--- src/rtl/game_pkg.sv ---
// Shared types and helpers for the falling-block game sequencer.
package game_pkg;

  typedef enum logic [2:0] {
    IDLE      = 3'd0,
    SPAWN     = 3'd1,
    SPAWN_CHK = 3'd2,
    FALL      = 3'd3,
    LOCK      = 3'd4,
    CLEAR     = 3'd5,
    GAMEOVER  = 3'd6
  } state_t;

  localparam int MAX_LEVEL       = 15;
  localparam int LINES_PER_LEVEL = 4;

  function automatic logic [3:0] level_of(input logic [7:0] lines);
    logic [7:0] q;
    q = lines / 8'(LINES_PER_LEVEL);
    if (q > 8'(MAX_LEVEL)) return 4'(MAX_LEVEL);
    return q[3:0];
  endfunction

  // Signed int arithmetic keeps the subtraction from wrapping below the floor.
  function automatic logic [7:0] fall_period(input logic [3:0] level,
                                             input int fall_ticks,
                                             input int min_ticks,
                                             input int step);
    int dec;
    dec = step * int'(level);
    if (fall_ticks - dec <= min_ticks) return 8'(min_ticks);
    return 8'(fall_ticks - dec);
  endfunction

endpackage

--- src/rtl/game_sequencer_btn_edge.sv ---
// Rising-edge detector, one flop per input bit.
module btn_edge #(
  parameter int WIDTH = 4
) (
  input  logic             clk,
  input  logic             nRst_i,
  input  logic [WIDTH-1:0] btn_i,
  output logic [WIDTH-1:0] edge_o
);

  logic [WIDTH-1:0] btn_q;

  always_ff @(posedge clk or negedge nRst_i) begin
    if (!nRst_i) btn_q <= '0;
    else         btn_q <= btn_i;
  end

  assign edge_o = btn_i & ~btn_q;

endmodule

--- src/rtl/game_sequencer.sv ---
// Game controller: spawn, gravity, player moves, lock, line-clear handshake
// and game-over, with level-dependent gravity period.
module game_sequencer
  import game_pkg::*;
#(
  parameter int FALL_TICKS     = 50,
  parameter int MIN_FALL_TICKS = 10,
  parameter int LEVEL_STEP     = 4
) (
  input  logic       clk,
  input  logic       nRst_i,
  input  logic       start_i,
  input  logic       left_i,
  input  logic       right_i,
  input  logic       rotate_i,
  input  logic       collide_down_i,
  input  logic       collide_spawn_i,
  input  logic       clear_done_i,
  input  logic [2:0] lines_i,
  output logic       spawn_o,
  output logic       drop_o,
  output logic       move_left_o,
  output logic       move_right_o,
  output logic       rotate_o,
  output logic       lock_o,
  output logic       clear_req_o,
  output logic [2:0] state_o,
  output logic [7:0] lines_o,
  output logic [3:0] level_o
);

  state_t     state_q, state_d;
  logic [7:0] fall_cnt_q, fall_cnt_d;
  logic [7:0] lines_q, lines_d;
  logic [3:0] level_q, level_d;
  logic       spawn_q, spawn_d;
  logic       drop_q, drop_d;
  logic       left_q, left_d;
  logic       right_q, right_d;
  logic       rot_q, rot_d;
  logic       lock_q, lock_d;
  logic       clear_req_q, clear_req_d;

  logic [3:0] btn_edges;
  logic       start_edge, rot_edge, left_edge, right_edge;
  logic [7:0] period;
  logic       grav;
  logic [8:0] lines_sum;

  btn_edge #(.WIDTH(4)) u_btn_edge (
    .clk    (clk),
    .nRst_i (nRst_i),
    .btn_i  ({start_i, rotate_i, left_i, right_i}),
    .edge_o (btn_edges)
  );

  assign {start_edge, rot_edge, left_edge, right_edge} = btn_edges;

  assign period    = fall_period(level_q, FALL_TICKS, MIN_FALL_TICKS, LEVEL_STEP);
  assign grav      = (fall_cnt_q == period - 8'd1);
  assign lines_sum = {1'b0, lines_q} + {6'd0, lines_i};

  always_comb begin
    state_d     = state_q;
    fall_cnt_d  = fall_cnt_q;
    lines_d     = lines_q;
    level_d     = level_q;
    spawn_d     = 1'b0;
    drop_d      = 1'b0;
    left_d      = 1'b0;
    right_d     = 1'b0;
    rot_d       = 1'b0;
    lock_d      = 1'b0;
    clear_req_d = 1'b0;

    case (state_q)
      IDLE: begin
        if (start_edge) begin
          lines_d = '0;
          level_d = '0;
          state_d = SPAWN;
          spawn_d = 1'b1;
        end
      end
      SPAWN: state_d = SPAWN_CHK;
      SPAWN_CHK: begin
        if (collide_spawn_i) begin
          state_d = GAMEOVER;
        end else begin
          state_d    = FALL;
          fall_cnt_d = '0;
        end
      end
      FALL: begin
        // A gravity tick swallows any button edge arriving in the same cycle.
        if (grav) begin
          if (collide_down_i) begin
            state_d = LOCK;
            lock_d  = 1'b1;
          end else begin
            drop_d     = 1'b1;
            fall_cnt_d = '0;
          end
        end else begin
          fall_cnt_d = fall_cnt_q + 8'd1;
          if (rot_edge)        rot_d   = 1'b1;
          else if (left_edge)  left_d  = 1'b1;
          else if (right_edge) right_d = 1'b1;
        end
      end
      LOCK: begin
        state_d     = CLEAR;
        clear_req_d = 1'b1;
      end
      CLEAR: begin
        if (clear_done_i) begin
          lines_d = lines_sum[8] ? 8'hFF : lines_sum[7:0];
          level_d = level_of(lines_d);
          state_d = SPAWN;
          spawn_d = 1'b1;
        end else begin
          clear_req_d = 1'b1;
        end
      end
      GAMEOVER: begin
        if (start_edge) state_d = IDLE;
      end
      default: state_d = IDLE;
    endcase
  end

  always_ff @(posedge clk or negedge nRst_i) begin
    if (!nRst_i) begin
      state_q     <= IDLE;
      fall_cnt_q  <= '0;
      lines_q     <= '0;
      level_q     <= '0;
      spawn_q     <= 1'b0;
      drop_q      <= 1'b0;
      left_q      <= 1'b0;
      right_q     <= 1'b0;
      rot_q       <= 1'b0;
      lock_q      <= 1'b0;
      clear_req_q <= 1'b0;
    end else begin
      state_q     <= state_d;
      fall_cnt_q  <= fall_cnt_d;
      lines_q     <= lines_d;
      level_q     <= level_d;
      spawn_q     <= spawn_d;
      drop_q      <= drop_d;
      left_q      <= left_d;
      right_q     <= right_d;
      rot_q       <= rot_d;
      lock_q      <= lock_d;
      clear_req_q <= clear_req_d;
    end
  end

  assign spawn_o      = spawn_q;
  assign drop_o       = drop_q;
  assign move_left_o  = left_q;
  assign move_right_o = right_q;
  assign rotate_o     = rot_q;
  assign lock_o       = lock_q;
  assign clear_req_o  = clear_req_q;
  assign state_o      = state_q;
  assign lines_o      = lines_q;
  assign level_o      = level_q;

endmodule

--- config.mk ---
export PLATFORM = sky130hd
export DESIGN_NAME = game_sequencer
export DESIGN_NICKNAME = d
export VERILOG_FILES = /design/src/rtl/game_pkg.sv /design/src/rtl/game_sequencer_btn_edge.sv /design/src/rtl/game_sequencer.sv
export SDC_FILE = /design/constraint.sdc
export NUM_CORES = 1
export LEC_CHECK = 0
export BUFFER_PORTS_ARGS = -buffer_cell sky130_fd_sc_hd__clkbuf_2
export CORE_ASPECT_RATIO = 2
export CORE_UTILIZATION = 50
export DETAILED_ROUTE_END_ITERATION = 7
export HOLD_SLACK_MARGIN = 0.1
export PLACE_DENSITY_LB_ADDON = 0.08
export REMOVE_ABC_BUFFERS = 1
export SYNTH_ARGS = -nofsm -noshare
export SYNTH_HDL_FRONTEND = slang
export SYNTH_SLANG_ARGS = --single-unit
--- constraint.sdc ---
create_clock -name clk -period 2.2 [get_ports clk]
set_input_delay 0.11 -clock clk [delete_from_list [all_inputs] [get_ports clk]]
set_output_delay 0.11 -clock clk [all_outputs]
set_load 0.005 [all_outputs]
[Word-level counts from Yosys, hierarchy flattened]
Cells that the tools add are included.
W data, S select, Z words.
Operators by class
  reductions and logical operators: 6
  magnitude comparators: 2
  bitwise logic cells: 2
  equality and inequality tests: 14
  mux-type cells: 49
  $add $sub $neg: 4
Operators with widths (count)
  $mux W8: 8
  $le A32 B5 Y1 const B: 1
  $pmux W8 S2: 2
  $mux W1: 25
  $pmux W3 S7: 1
  $mux W3: 6
  $mux W4: 4
  $ne A2 B2 Y1 const B: 6
  $add A8 B3 Y9: 1
  $eq A3 B3 Y1 const B: 3
  $add A8 B1 Y8 const B: 1
  $eq A8 B8 Y1: 1
  $pmux W4 S2: 1
  $sub A8 B1 Y8 const B: 1
  $sub A6 B6 Y7 const A: 1
  $eq A3 B2 Y1 const B: 2
  $gt A6 B4 Y1 const B: 1
  $reduce_and A3 Y1: 2
  $reduce_and A5 Y1: 1
  $and A4 B4 Y4: 1
  $not A4 Y4: 1
  $pmux W1 S2: 2
  $reduce_bool A2 Y1: 2
  $eq A3 B1 Y1 const B: 1
  other kinds (2): 2
Word-level totals
  input bits: 12
  word-level logic and storage cells: 89
  bits in registers: 34
  output and inout bits: 22

[Logic depth before layout (Yosys ltp)]
Gate-level depths: netlist (run 1).
  depth after elaboration: 9
  mapped depth: 10

[Cells and area by module]
Synthesis (run 1) repeated with hierarchy kept, for this count alone.
Second synthesis, totals
  cells, all modules: 212
  area, all modules: 2033.2 um^2
Modules (own cells, without submodules)
  game_sequencer: cells each 204, area an instance 1878.1 um^2, times used 1, sequential area each 750.7 um^2
  btn_edge: cells each 8, area an instance 155.1 um^2, times used 1, sequential area each 100.1 um^2

[Worst setup path after synthesis (run 1)]
OpenSTA, ideal clock, no wires.
  kind: register to register
  start: register level_q[0], in the netlist level_o[0]
  end: register state_q[0], in the netlist state_o[0]
  arrival time: 2.271 ns
  clock period less this slack: 2.420 ns
  path buffers: 2
  setup time: 0.149 ns
  stages on the path, launching flop included: 11
  slack: -0.220 ns
  path through: dfrtp_1 > inv_1 > ha_1 > nand3b_1 > a21boi_1 > o32a_1 > or3_1 > buf_6 > o21ai_4 > buf_6 > a41oi_1
On the way
  cells in the longest elaborated chain, start to end: 8
RTL lines
  from (decl): line game_sequencer.sv:35  | logic [3:0] level_q, level_d;
  from (signal assigned): line game_sequencer.sv:149  | level_q <= level_d;
  $sub A6 B6 Y7 (*): line game_pkg.sv:31, game_pkg.sv:32
  $le A32 B5 Y1: line game_pkg.sv:31  | if (fall_ticks - dec <= min_ticks) return 8'(min_ticks);
  $mux W1: line game_pkg.sv:31
  $mux W8 (*): line game_pkg.sv:32  | return 8'(fall_ticks - dec);
  $sub A8 B1 Y8 (*): line game_sequencer.sv:60  | assign grav = (fall_cnt_q == period - 8'd1);
  $eq A8 B8 Y1 (*): line game_sequencer.sv:60
  $ne A2 B2 Y1 (no source line) (*)
  $reduce_and A5 Y1 (no source line) (*)
  to (signal assigned): line game_sequencer.sv:146  | state_q <= state_d;
  to (decl): line game_sequencer.sv:32  | state_t state_q, state_d;
Every way passes the cells marked *; elsewhere a longest branch is shown, timed or not.
A chain may end at the register's enable or synchronous reset.

[Worst setup path after layout (run 1)]
  start: register level_q[1], in the netlist level_o[1]
  end: register rot_q, in the netlist rotate_o
On the way
  cells in the longest elaborated chain, start to end: 8
RTL lines
  $sub A6 B6 Y7 (*): line game_pkg.sv:31, game_pkg.sv:32
  $le A32 B5 Y1: line game_pkg.sv:31
  $mux W1: line game_pkg.sv:31
  $mux W8 (*): line game_pkg.sv:32
  $sub A8 B1 Y8 (*): line game_sequencer.sv:60
  $eq A8 B8 Y1 (*): line game_sequencer.sv:60
  $mux W1 (*): line game_sequencer.sv:96  | if (grav) begin
  $mux W1 (*): line game_sequencer.sv:76  | case (state_q)
  via rot_d: line game_sequencer.sv:40  | logic rot_q, rot_d;
  to (signal assigned): line game_sequencer.sv:154  | rot_q <= rot_d;
  to (decl): line game_sequencer.sv:40
The timed path passes the listed nets; every way through them passes the cells marked *.

==> reports/summary.md, run 1 <==
## Routing
• **Post-DRT Antenna Nets** 0
• **number of remaining DRC errors** 0
• **Pre-Repair DR Iteration Count** 4
• **post-detailed-routing wire length** 5.002 mm
• **wire per inst** 14.98 um
• **detail-routed via count per cell** 5.656
• **via count** 1889
• **number of DRC markers after the initial detailed-route iteration** 37

## Global route
• **global-route wire length before repair** 8.148 mm
• **via count of the first global-routing pass** 1833
• **maximum number of pins on one net before global-route repair** 35
• **global route total overflow** 0
• **overall fraction of global-route tracks in use** 0.2651
• **antenna violations before repair** 0

## Synthesis
• **per-instance average area after synthesis** 9.124 um2
• **Async S/R FF share, synth** 1.000
• **most area-hungry cell type in the Yosys netlist** dfrtp_1
• **sequential cell area fraction in the yosys report** 0.4258
• **EDFF count, synth** 0
• **post-synthesis cell count** 219
• **top cells by area in the synthesized netlist** dfrtp_1 (43%), nand2_1 (5.4%), ha_1 (4.4%)
• **Yosys warning total** 0
• **leading register cell type out of synthesis** dfrtp_1
• **portion of synthesized cell area occupied by the leading cell type** 0.4258
• **cell area after technology mapping** 1998 um2
• **#FFs+latches synth** 34
• **Distinct cells, synth** 49

## Min path
• **Tightest Hold Check Type** primary input to flip-flop
• **sink of the worst hold path** lines_o[0]
• **count of cells along the worst hold path** 4
• **Hold Startpoint** lines_i[0]

## Outcome
• **outcome** complete, but fails checks
• **violated checks** setup timing

## Setup path
• **Max FO, Critical Path** 8
• **R2R setup slack** -80 ps
• **endpoint of the lowest-slack register-to-register path** rotate_o
• **Crit Path Category** flip-flop to flip-flop
• **required time at the worst-slack endpoint** 2380 ps
• **crit start category** flip-flop
• **beginning of the critical path** level_o[1]
• **worst reg-to-reg path cell count** 9
• **Critical Path Sink Type** flip-flop
• **data arrival at the endpoint of the critical path** 2460 ps
• **worst reg2reg startpoint** level_o[1]

## Finish
• **area taken by flip-flops and latches** 850.8 um2
• **Layout Utilization** 0.6865
• **final-stage net count** 302
• **total area of multi-input combinational cells** 1136 um2
• **area added between synthesis and finish** 32.06%
• **Inserted Diodes** 0
• **non-filler cells in the finished layout** 334
• **filler cell count** 346
• **fraction of final layout cells with drive strength greater than 1** 0.3110

## Clock tree
• **Clock Tree Buf Depth** 2
• **clock slew at reported path FFs** 70 ps
• **H-tree depth** 2
• **count of clock tree sinks** 34
• **worst-skew pair later-pin latency** 290 ps
• **Root Buffer Master** clkbuf_8
• **clock tree from TritonCTS** yes
• **TritonCTS buffer count** 5

## STA
• **Final period util** 1.035
• **final count of negative-setup-slack endpoints** 11
• **number of failing hold endpoints at the final stage** 0
• **count of final max-slew check failures** 0
• **worst setup margin** -76.95 ps
• **Worst-Margin Slew** 849.9 ps
• **minimum clock period after layout** 2277 ps
• **Max Clock Freq** 0.4392 GHz
• **Relative slew margins** 0.4334
• **Setup Skew** 9.921 ps
• **setup repair after global routing missed its margin** true

## Power
• **static leakage** 0.001261 uW
• **IR Drop Worst-Case VDD** 0.9142 mV
• **ratio of total power to cell area** 1124 nW/um2

## Floorplanning
• **Core ar.** 3844 um2
• **Die Footprint** 4268 um2
• **starting density of the core** 0.5199
• **I/O pins** 34
• **number of placement rows** 32
• **y dimension of the die** 91.40 um
• **horizontal die dimension** 46.70 um

## Placed design
• **weighted congestion at the end of routability-driven global placement** 0.8555
• **# placed instances** 317
• **HPWL Detailed** 3.695 mm
• **Port Buf Inserts** 33

## Run
• **max-cap check violation count** 0

-- layout by cell type, fill, tap and decap left out, types with 5 or more instances in the layout --
| master | netlist | final |
|---|---|---|
| buf_4 | 0 | 25 |
| clkbuf_2 | 0 | 33 |
| o21ai_0 | 17 | 12 |
| o211ai_1 | 7 | 7 |
| ha_1 | 7 | 5 |
| nor2_1 | 8 | 7 |
| o221ai_1 | 5 | 5 |
| clkbuf_8 | 0 | 6 |
| nand2_1 | 29 | 29 |
| inv_1 | 13 | 10 |
| dfrtp_1 | 34 | 34 |
| nand3_1 | 15 | 15 |
| nor3_1 | 8 | 8 |
| dlygate4sd3_1 | 0 | 6 |
-- kinds of logic (layout without fill, tap and decap cells) --
group | Yosys count | in the layout | synth area share
fa+ha+maj | 8 | 8 | 0.05385
simple gates | 86 | 86 | 0.2142
mux | 3 | 3 | 0.01565
flops | 34 | 34 | 0.4258
buf+inv | 24 | 88 | 0.05322
compound gates | 58 | 58 | 0.2110
xor+xnor | 6 | 6 | 0.02630
-- through the flow --
stage                     hold slack (ps)  total power [uW]  worst slack (ps)  instance area [um2]  TNS (ps)
after floorplan                    -185.6              1716            -247.9                 1944     -2295
after global placement              232.9              2206            -212.0                 2354     -2328
after detailed placement            239.3              2232            -241.9                 2354     -2781
after CTS                           175.9              2910            -27.34                 2603    -58.77
after global routing                188.1              3185            -179.6                 2639     -1945
final                               175.1              2965            -76.95                 2639    -310.7
-- registers in the layout, indices dropped and copies added (netlist names) --
signal and flops:
lines_o 8, clear_req_o 1, rotate_o 1, move_left_o 1
state_o 3, drop_o 1, level_o 4, fall_cnt_q 8
lock_o 1, u_btn_edge.btn_q 4, spawn_o 1, move_right_o 1
-- synthesized netlist by cell type, types with 2 or more instances --
library cell	instances
o21ai_0	17
o21ai_1	2
nand2_1	29
nand2b_1	5
buf_6	2
a31oi_1	2
o221ai_1	5
mux2i_1	2
nand3b_1	3
o22ai_1	4
xor2_1	2
a22oi_1	2
nor2_1	8
o21a_1	2
a21oi_1	3
o211ai_1	7
nor3b_1	2
ha_1	7
or2_2	2
and2_1	4
nor3_1	8
dfrtp_1	34
inv_1	13
xnor2_1	4
clkbuf_1	7
nand3_1	15
or3_1	4
a21o_1	3
-- cell type report --
type                            count  area share
Inverter                           14     0.01991
Clock inverter                      1    0.001897
Sequential cell                    34      0.3224
Multi-Input combinational cell    161      0.4305
Clock buffer                        7     0.03272
Tap cell                           51     0.02418
Timing Repair Buffer               66      0.1683
-- per-layer routing --
metal	wire length, um	share of wire	vias up	global-route usage
met5	0	0	-	0
met3	128	0.026	19	0.04573
met2	2942	0.59	43	0.4780
li1	-	-	910	-
met4	248	0.050	0	0.1500
met1	1682	0.34	917	0.2549
-- worst max path at each step --
stage / slack [ps] / endpoint / depth (start not counted)
global placement: -210 / rotate_o / 7
floorplan: -250 / rotate_o / 8
finish: -80 / rotate_o / 9
CTS: -30 / rotate_o / 9
detailed placement: -240 / rotate_o / 7
global route: -180 / rotate_o / 9
-- power breakdown --
| group | switching (uW) | internal (uW) | leakage (uW) |
|---|---|---|---|
| combinational | 790 | 708 | 0.000763 |
| clock | 225 | 252 | 0.0000482 |
| sequential | 215 | 776 | 0.000450 |
-- critical path: stages, from the launching register on --
cell      delay [ps]
dfrtp_1          370
inv_2             60
ha_4             190
nand3b_1         180
a21boi_1         160
o32a_1           370
or3_4            360
o21ai_4          180
buf_12           140
and2b_1          170
-- timing repair --
item | 4_1_cts | 5_1_grt
setup endpoints to repair | 16 | 17
setup buffers | 2 | 1
pin swaps | 5 | 5
endpoints found under the hold margin | 41 | 0
hold buffers | 6 | 0
cloned | 0 | 0
resized for setup | 17 | 9
Power figures use the tool's default switching activity.
==> run 2, diff against run 1 <==
ABC_CLOCK_PERIOD_IN_PS = 2200   (was default)
GPL_TIMING_DRIVEN = 0   (was default)
==> run 2 against run 1 <==
- the flow still finishes with violations (setup timing)
- first-iteration DRC count is 22% higher
- global-route usage decreased by 0.42 points
- combinational power barely moved
- clock skew down 3.7 ps
- register-to-register slack lost 110 ps
- cell area decreased by 1.9%
- clock power grew 1%
- via count decreased by 4.8%
- fmax shrank 4.4%
- sequential share of layout area rose by 0.62 points
- die area unchanged
- critical endpoint unchanged
- largest cell class unchanged
==> reports/summary.md, run 2 (synthesis gave the netlist of run 1 again) <==
## Routing
• **number of remaining DRC errors** 0
• **Post-DRT Antenna Nets** 0
• **post-detailed-routing wire length** 5.045 mm
• **number of DRC markers after the initial detailed-route iteration** 45
• **via count** 1798
• **wire per inst** 15.82 um
• **detail-routed via count per cell** 5.636
• **Pre-Repair DR Iteration Count** 4

## Floorplanning
• **I/O pins** 34
• **y dimension of the die** 91.40 um
• **Die Footprint** 4268 um2
• **horizontal die dimension** 46.70 um
• **starting density of the core** 0.5199
• **Core ar.** 3844 um2
• **number of placement rows** 32

## Global route
• **global route total overflow** 0
• **global-route wire length before repair** 8.017 mm
• **maximum number of pins on one net before global-route repair** 35
• **overall fraction of global-route tracks in use** 0.2609
• **via count of the first global-routing pass** 1698
• **antenna violations before repair** 0

## Clock tree
• **worst-skew pair later-pin latency** 290 ps
• **Clock Tree Buf Depth** 2
• **TritonCTS buffer count** 5
• **clock slew at reported path FFs** 70 ps
• **count of clock tree sinks** 34
• **Root Buffer Master** clkbuf_8
• **H-tree depth** 2
• **clock tree from TritonCTS** yes

## Finish
• **fraction of final layout cells with drive strength greater than 1** 0.2985
• **filler cell count** 342
• **highest-count cells in the layout ignoring fill and taps** dfrtp_1 (34), clkbuf_2 (33), nand2_1 (29), nand3_1 (14), inv_1 (11)
• **final-stage net count** 287
• **area added between synthesis and finish** 29.56%
• **non-filler cells in the finished layout** 319
• **commonest non-fill, non-tap cell in the layout** dfrtp_1
• **Inserted Diodes** 0

## Setup path
• **crit start category** flip-flop
• **R2R setup slack** -180 ps
• **Critical Path Sink Type** flip-flop
• **Crit Path Category** flip-flop to flip-flop
• **Max FO, Critical Path** 7
• **maximum single-stage delay on the critical path** 370 ps
• **number of buffers and inverters on the critical path** 2
• **delay-heaviest family, CP** compound AO/OA/AOI/OAI gates
• **cell with the biggest individual delay on the critical path** o32a_1
• **required time at the worst-slack endpoint** 2390 ps
• **data arrival at the endpoint of the critical path** 2570 ps
• **CP Cell Sequence** inv_2 -> ha_4 -> nand3b_1 -> a21boi_4 -> o32a_1 -> or3_4 -> o21ai_4 -> buf_12 -> and2b_1

## Placed design
• **# placed instances** 293
• **HPWL Detailed** 3.337 mm
• **weighted congestion at the end of routability-driven global placement** 0.8828
• **worst setup slack after placement** -558.0 ps
• **Port Buf Inserts** 33

## STA
• **minimum clock period after layout** 2383 ps
• **Setup Skew** 6.252 ps
• **number of failing hold endpoints at the final stage** 0
• **worst setup margin** -182.8 ps
• **setup repair after global routing missed its margin** true
• **count of final max-slew check failures** 0
• **Relative slew margins** 0.4186
• **final count of negative-setup-slack endpoints** 16
• **Post-Route Hold Slack** 177.5 ps
• **Worst-Margin Slew** 872.1 ps
• **Final period util** 1.083
• **Max Clock Freq** 0.4197 GHz

## Power
• **relative contribution of sequential cells to total power** 0.336
• **ratio of total power to cell area** 1170 nW/um2
• **Internal Dissipation** 1742 uW
• **static leakage** 0.001224 uW
• **sw power** 1286 uW
• **Comb pwr share** 0.504
• **IR Drop Worst-Case VDD** 0.8115 mV
• **part of the power in the clock network** 0.160
• **net switching share of the total power** 0.4246

## Outcome
• **violated checks** setup timing
• **outcome** complete, but fails checks

## Min path
• **Tightest Hold Check Type** primary input to flip-flop

## Run
• **max-cap check violation count** 0

-- run 2: cell types whose count changed in the layout (fill, tap and decap cells not counted), sizes merged --
cell	previous run	this run
buf	27	12
-- run 2: path summary, 6_finish.rpt --
path                                           from                  end  cells after the start
worst max-delay path                     level_o[1]             rotate_o                      9
worst min-delay path                     lines_i[0]           lines_o[0]                      4
worst max register to register           level_o[1]             rotate_o                      9
worst min register to register  u_btn_edge.btn_q[0]         move_right_o                      2
max in group asynchronous                    nRst_i  u_btn_edge.btn_q[2]                      2
min in group asynchronous                    nRst_i               lock_o                      2
-- run 2: timing repair --
item,CTS,global route
endpoints found under the setup margin,20,20
hold buffers,6,0
pin swaps,4,12
hold endpoints to repair,41,0
resized for setup,15,25
setup buffers,9,3
cloned,1,0
-- run 2: final cells by class --
cell class,count,area [um2],share of cell area
Timing Repair Buffer,51,355.3,0.1373
Multi-Input combinational cell,161,1175,0.4538
Clock inverter,1,5.005,0.001933
Sequential cell,34,850.8,0.3287
Tap cell,51,63.81,0.02465
Inverter,14,52.55,0.02030
Clock buffer,7,86.33,0.03335
-- run 2: stage by stage --
| step | setup TNS, ps | area [um2] | util | power, uW |
|---|---|---|---|---|
| 3_5_place_dp | -7034 | 2173 | 0.5654 | 2054 |
| 5_1_grt | -3234 | 2589 | 0.6735 | 3235 |
| 3_3_place_gp | -7070 | 2173 | 0.5654 | 2038 |
| 2_1_floorplan | -2295 | 1944 | - | 1716 |
| 6_report | -1864 | 2589 | 0.6735 | 3028 |
| 4_1_cts | -927.7 | 2485 | 0.6465 | 2837 |
-- run 2: worst register-to-register path, cell delays in order, from the launching register on --
cell and delay, ps:
dfrtp_1 360, inv_2 60, ha_4 180, nand3b_1 200
a21boi_4 180, o32a_1 370, or3_4 370, o21ai_4 230
buf_12 150, and2b_1 170
-- run 2: power by group through the flow --
stage | clock [uW] | combinational (uW) | sequential [uW]
2_1_floorplan | 0 | 744 | 972
3_5_place_dp | 0 | 1030 | 1020
4_1_cts | 492 | 1340 | 1000
5_1_grt | 523 | 1660 | 1050
3_3_place_gp | 0 | 1010 | 1020
6_report | 484 | 1530 | 1020
-- run 2: layer usage --
metal | wire length (um) | GRT usage | part of all wire | vias up
li1 | - | - | - | 887
met1 | 1849 | 0.2754 | 0.37 | 877
met2 | 2963 | 0.4618 | 0.59 | 25
met3 | 97 | 0.04175 | 0.019 | 9
met4 | 134 | 0.1238 | 0.027 | 0
met5 | 0 | 0 | 0 | -
==> run 3, diff against run 2 <==
SETUP_SLACK_MARGIN = 0.1   (was default)
==> run 3 against run 2 <==
- the flow still finishes with violations (setup timing)
- die area unchanged
- combinational power fell by 3%
- via count is 0.89% higher
- worst setup slack better by 25 ps
- largest power group unchanged
- critical endpoint unchanged
- sequential power about the same
==> reports/summary.md, run 3 (synthesis gave the netlist of run 1 again) <==
## Outcome
• **outcome** complete, but fails checks
• **violated checks** setup timing

## Setup path
• **Crit Path Category** flip-flop to flip-flop
• **R2R setup slack** -160 ps
• **Critical Path Sink Type** flip-flop
• **required time at the worst-slack endpoint** 2390 ps
• **worst reg-to-reg path cell count** 9
• **data arrival at the endpoint of the critical path** 2550 ps
• **Max FO, Critical Path** 7
• **crit start category** flip-flop

## Routing
• **highest routed layer** met4
• **Metal-1 WL** 1.911 mm
• **Pre-Repair DR Iteration Count** 4
• **via count** 1814
• **post-detailed-routing wire length** 5.179 mm
• **number of remaining DRC errors** 0
• **wire per inst** 16.29 um
• **detail-routed via count per cell** 5.704
• **Post-DRT Antenna Nets** 0
• **sum of met2 wire segment lengths after detailed routing** 3.000 mm
• **number of DRC markers after the initial detailed-route iteration** 38
• **DR WL met3** 128 um

## Power
• **part of the power in the clock network** 0.162
• **IR Drop Worst-Case VDD** 0.8175 mV
• **Comb pwr share** 0.497
• **Total Power Consumption** 3002 uW
• **Internal Dissipation** 1719 uW
• **net switching share of the total power** 0.4275
• **relative contribution of sequential cells to total power** 0.341
• **static leakage** 0.001208 uW
• **ratio of total power to cell area** 1162 nW/um2
• **sw power** 1283 uW

## Finish
• **final-stage net count** 286
• **Inserted Diodes** 0
• **fraction of final layout cells with drive strength greater than 1** 0.3109
• **highest-count cells in the layout ignoring fill and taps** clkbuf_2 (33), dfrtp_1 (32), nand2_1 (29), nand3_1 (14)
• **Layout Utilization** 0.6722
• **final cell area excluding filler cells** 2584 um2
• **area added between synthesis and finish** 29.31%
• **filler cell count** 353
• **commonest non-fill, non-tap cell in the layout** clkbuf_2

## STA
• **Final period util** 1.072
• **Setup Skew** 5.797 ps
• **final count of negative-setup-slack endpoints** 15
• **worst setup margin** -157.9 ps
• **Relative slew margins** 0.4163
• **number of failing hold endpoints at the final stage** 0
• **Worst-Margin Slew** 875.5 ps
• **count of final max-slew check failures** 0
• **Max Clock Freq** 0.4241 GHz
• **setup repair after global routing missed its margin** true
• **minimum clock period after layout** 2358 ps
• **final-layout setup total negative slack** -1346 ps

## Floorplanning
• **Core ar.** 3844 um2
• **Die Footprint** 4268 um2
• **number of placement rows** 32
• **horizontal die dimension** 46.70 um
• **I/O pins** 34
• **y dimension of the die** 91.40 um
• **starting density of the core** 0.5199

## Min path
• **count of cells along the worst hold path** 4
• **Tightest Hold Check Type** primary input to flip-flop

## Global route
• **global-route wire length before repair** 8.059 mm
• **maximum number of pins on one net before global-route repair** 35
• **antenna violations before repair** 0
• **via count of the first global-routing pass** 1703
• **global route total overflow** 0
• **overall fraction of global-route tracks in use** 0.2625

## Clock tree
• **TritonCTS buffer count** 5
• **worst-skew pair later-pin latency** 290 ps
• **H-tree depth** 2
• **clock slew at reported path FFs** 70 ps
• **Clock Tree Buf Depth** 2
• **clock tree from TritonCTS** yes
• **Root Buffer Master** clkbuf_8
• **count of clock tree sinks** 34

## Placed design
• **total cell area at the placement stage** 2173 um2
• **HPWL Detailed** 3.337 mm
• **Port Buf Inserts** 33
• **weighted congestion at the end of routability-driven global placement** 0.8828

## Run
• **max-cap check violation count** 0

-- run 3: final cells by class --
cell class                 count  area (um2)  area share
clock inverter                 1       5.005    0.001937
clock buffer                   7       86.33     0.03341
inverter                      14       52.55     0.02034
tap                           51       63.81     0.02470
sequential                    34       853.3      0.3303
timing repair buffer          50       347.8      0.1346
multi-input combinational    161        1175      0.4547
-- run 3: what timing repair did --
item	4_1_cts	5_1_grt
gates cloned	1	0
pin swaps	4	8
hold buffers	6	0
buffers inserted	10	1
endpoints found under the setup margin	21	22
resized for setup	18	24
hold endpoints to repair	41	0
-- run 3: power groups by stage --
stage / combinational (uW) / clock, uW / sequential, uW
floorplan: 744 / 0 / 972
global placement: 1010 / 0 / 1020
detailed placement: 1030 / 0 / 1020
CTS: 1360 / 492 / 1010
global route: 1620 / 523 / 1050
finish: 1490 / 486 / 1030
-- run 3: final timing paths --
kind,start,to
setup / recovery,level_o[1],rotate_o
hold reg to reg,u_btn_edge.btn_q[0],move_right_o
setup reg to reg,level_o[1],rotate_o
min in group asynchronous,nRst_i,lock_o
hold / removal,lines_i[0],lines_o[0]
max in group asynchronous,nRst_i,state_o[0]
-- run 3: critical path: stages, from the launching register on --
cell	delay (ps)
dfrtp_1	370
inv_2	60
ha_4	190
nand3b_1	170
a21boi_2	180
o32a_1	360
or3_4	370
o21ai_4	230
buf_12	150
and2b_1	170
-- run 3: routing by layer --
layer	up-vias	GRT usage
li1	881	-
met1	888	0.2806
met2	35	0.4606
met3	10	0.04175
met4	0	0.1262
met5	-	0
-- run 3: through the flow --
| stage | hold WS, ps | setup slack, ps | cells |
|---|---|---|---|
| final | 174.9 | -157.9 | 318 |
| after detailed placement | 237.8 | -558.0 | 293 |
| after floorplan | -185.6 | -247.9 | 209 |
| after global routing | 188.3 | -228.7 | 318 |
| after global placement | 232.5 | -558.2 | 293 |
| after CTS | 184.8 | -89.84 | 318 |
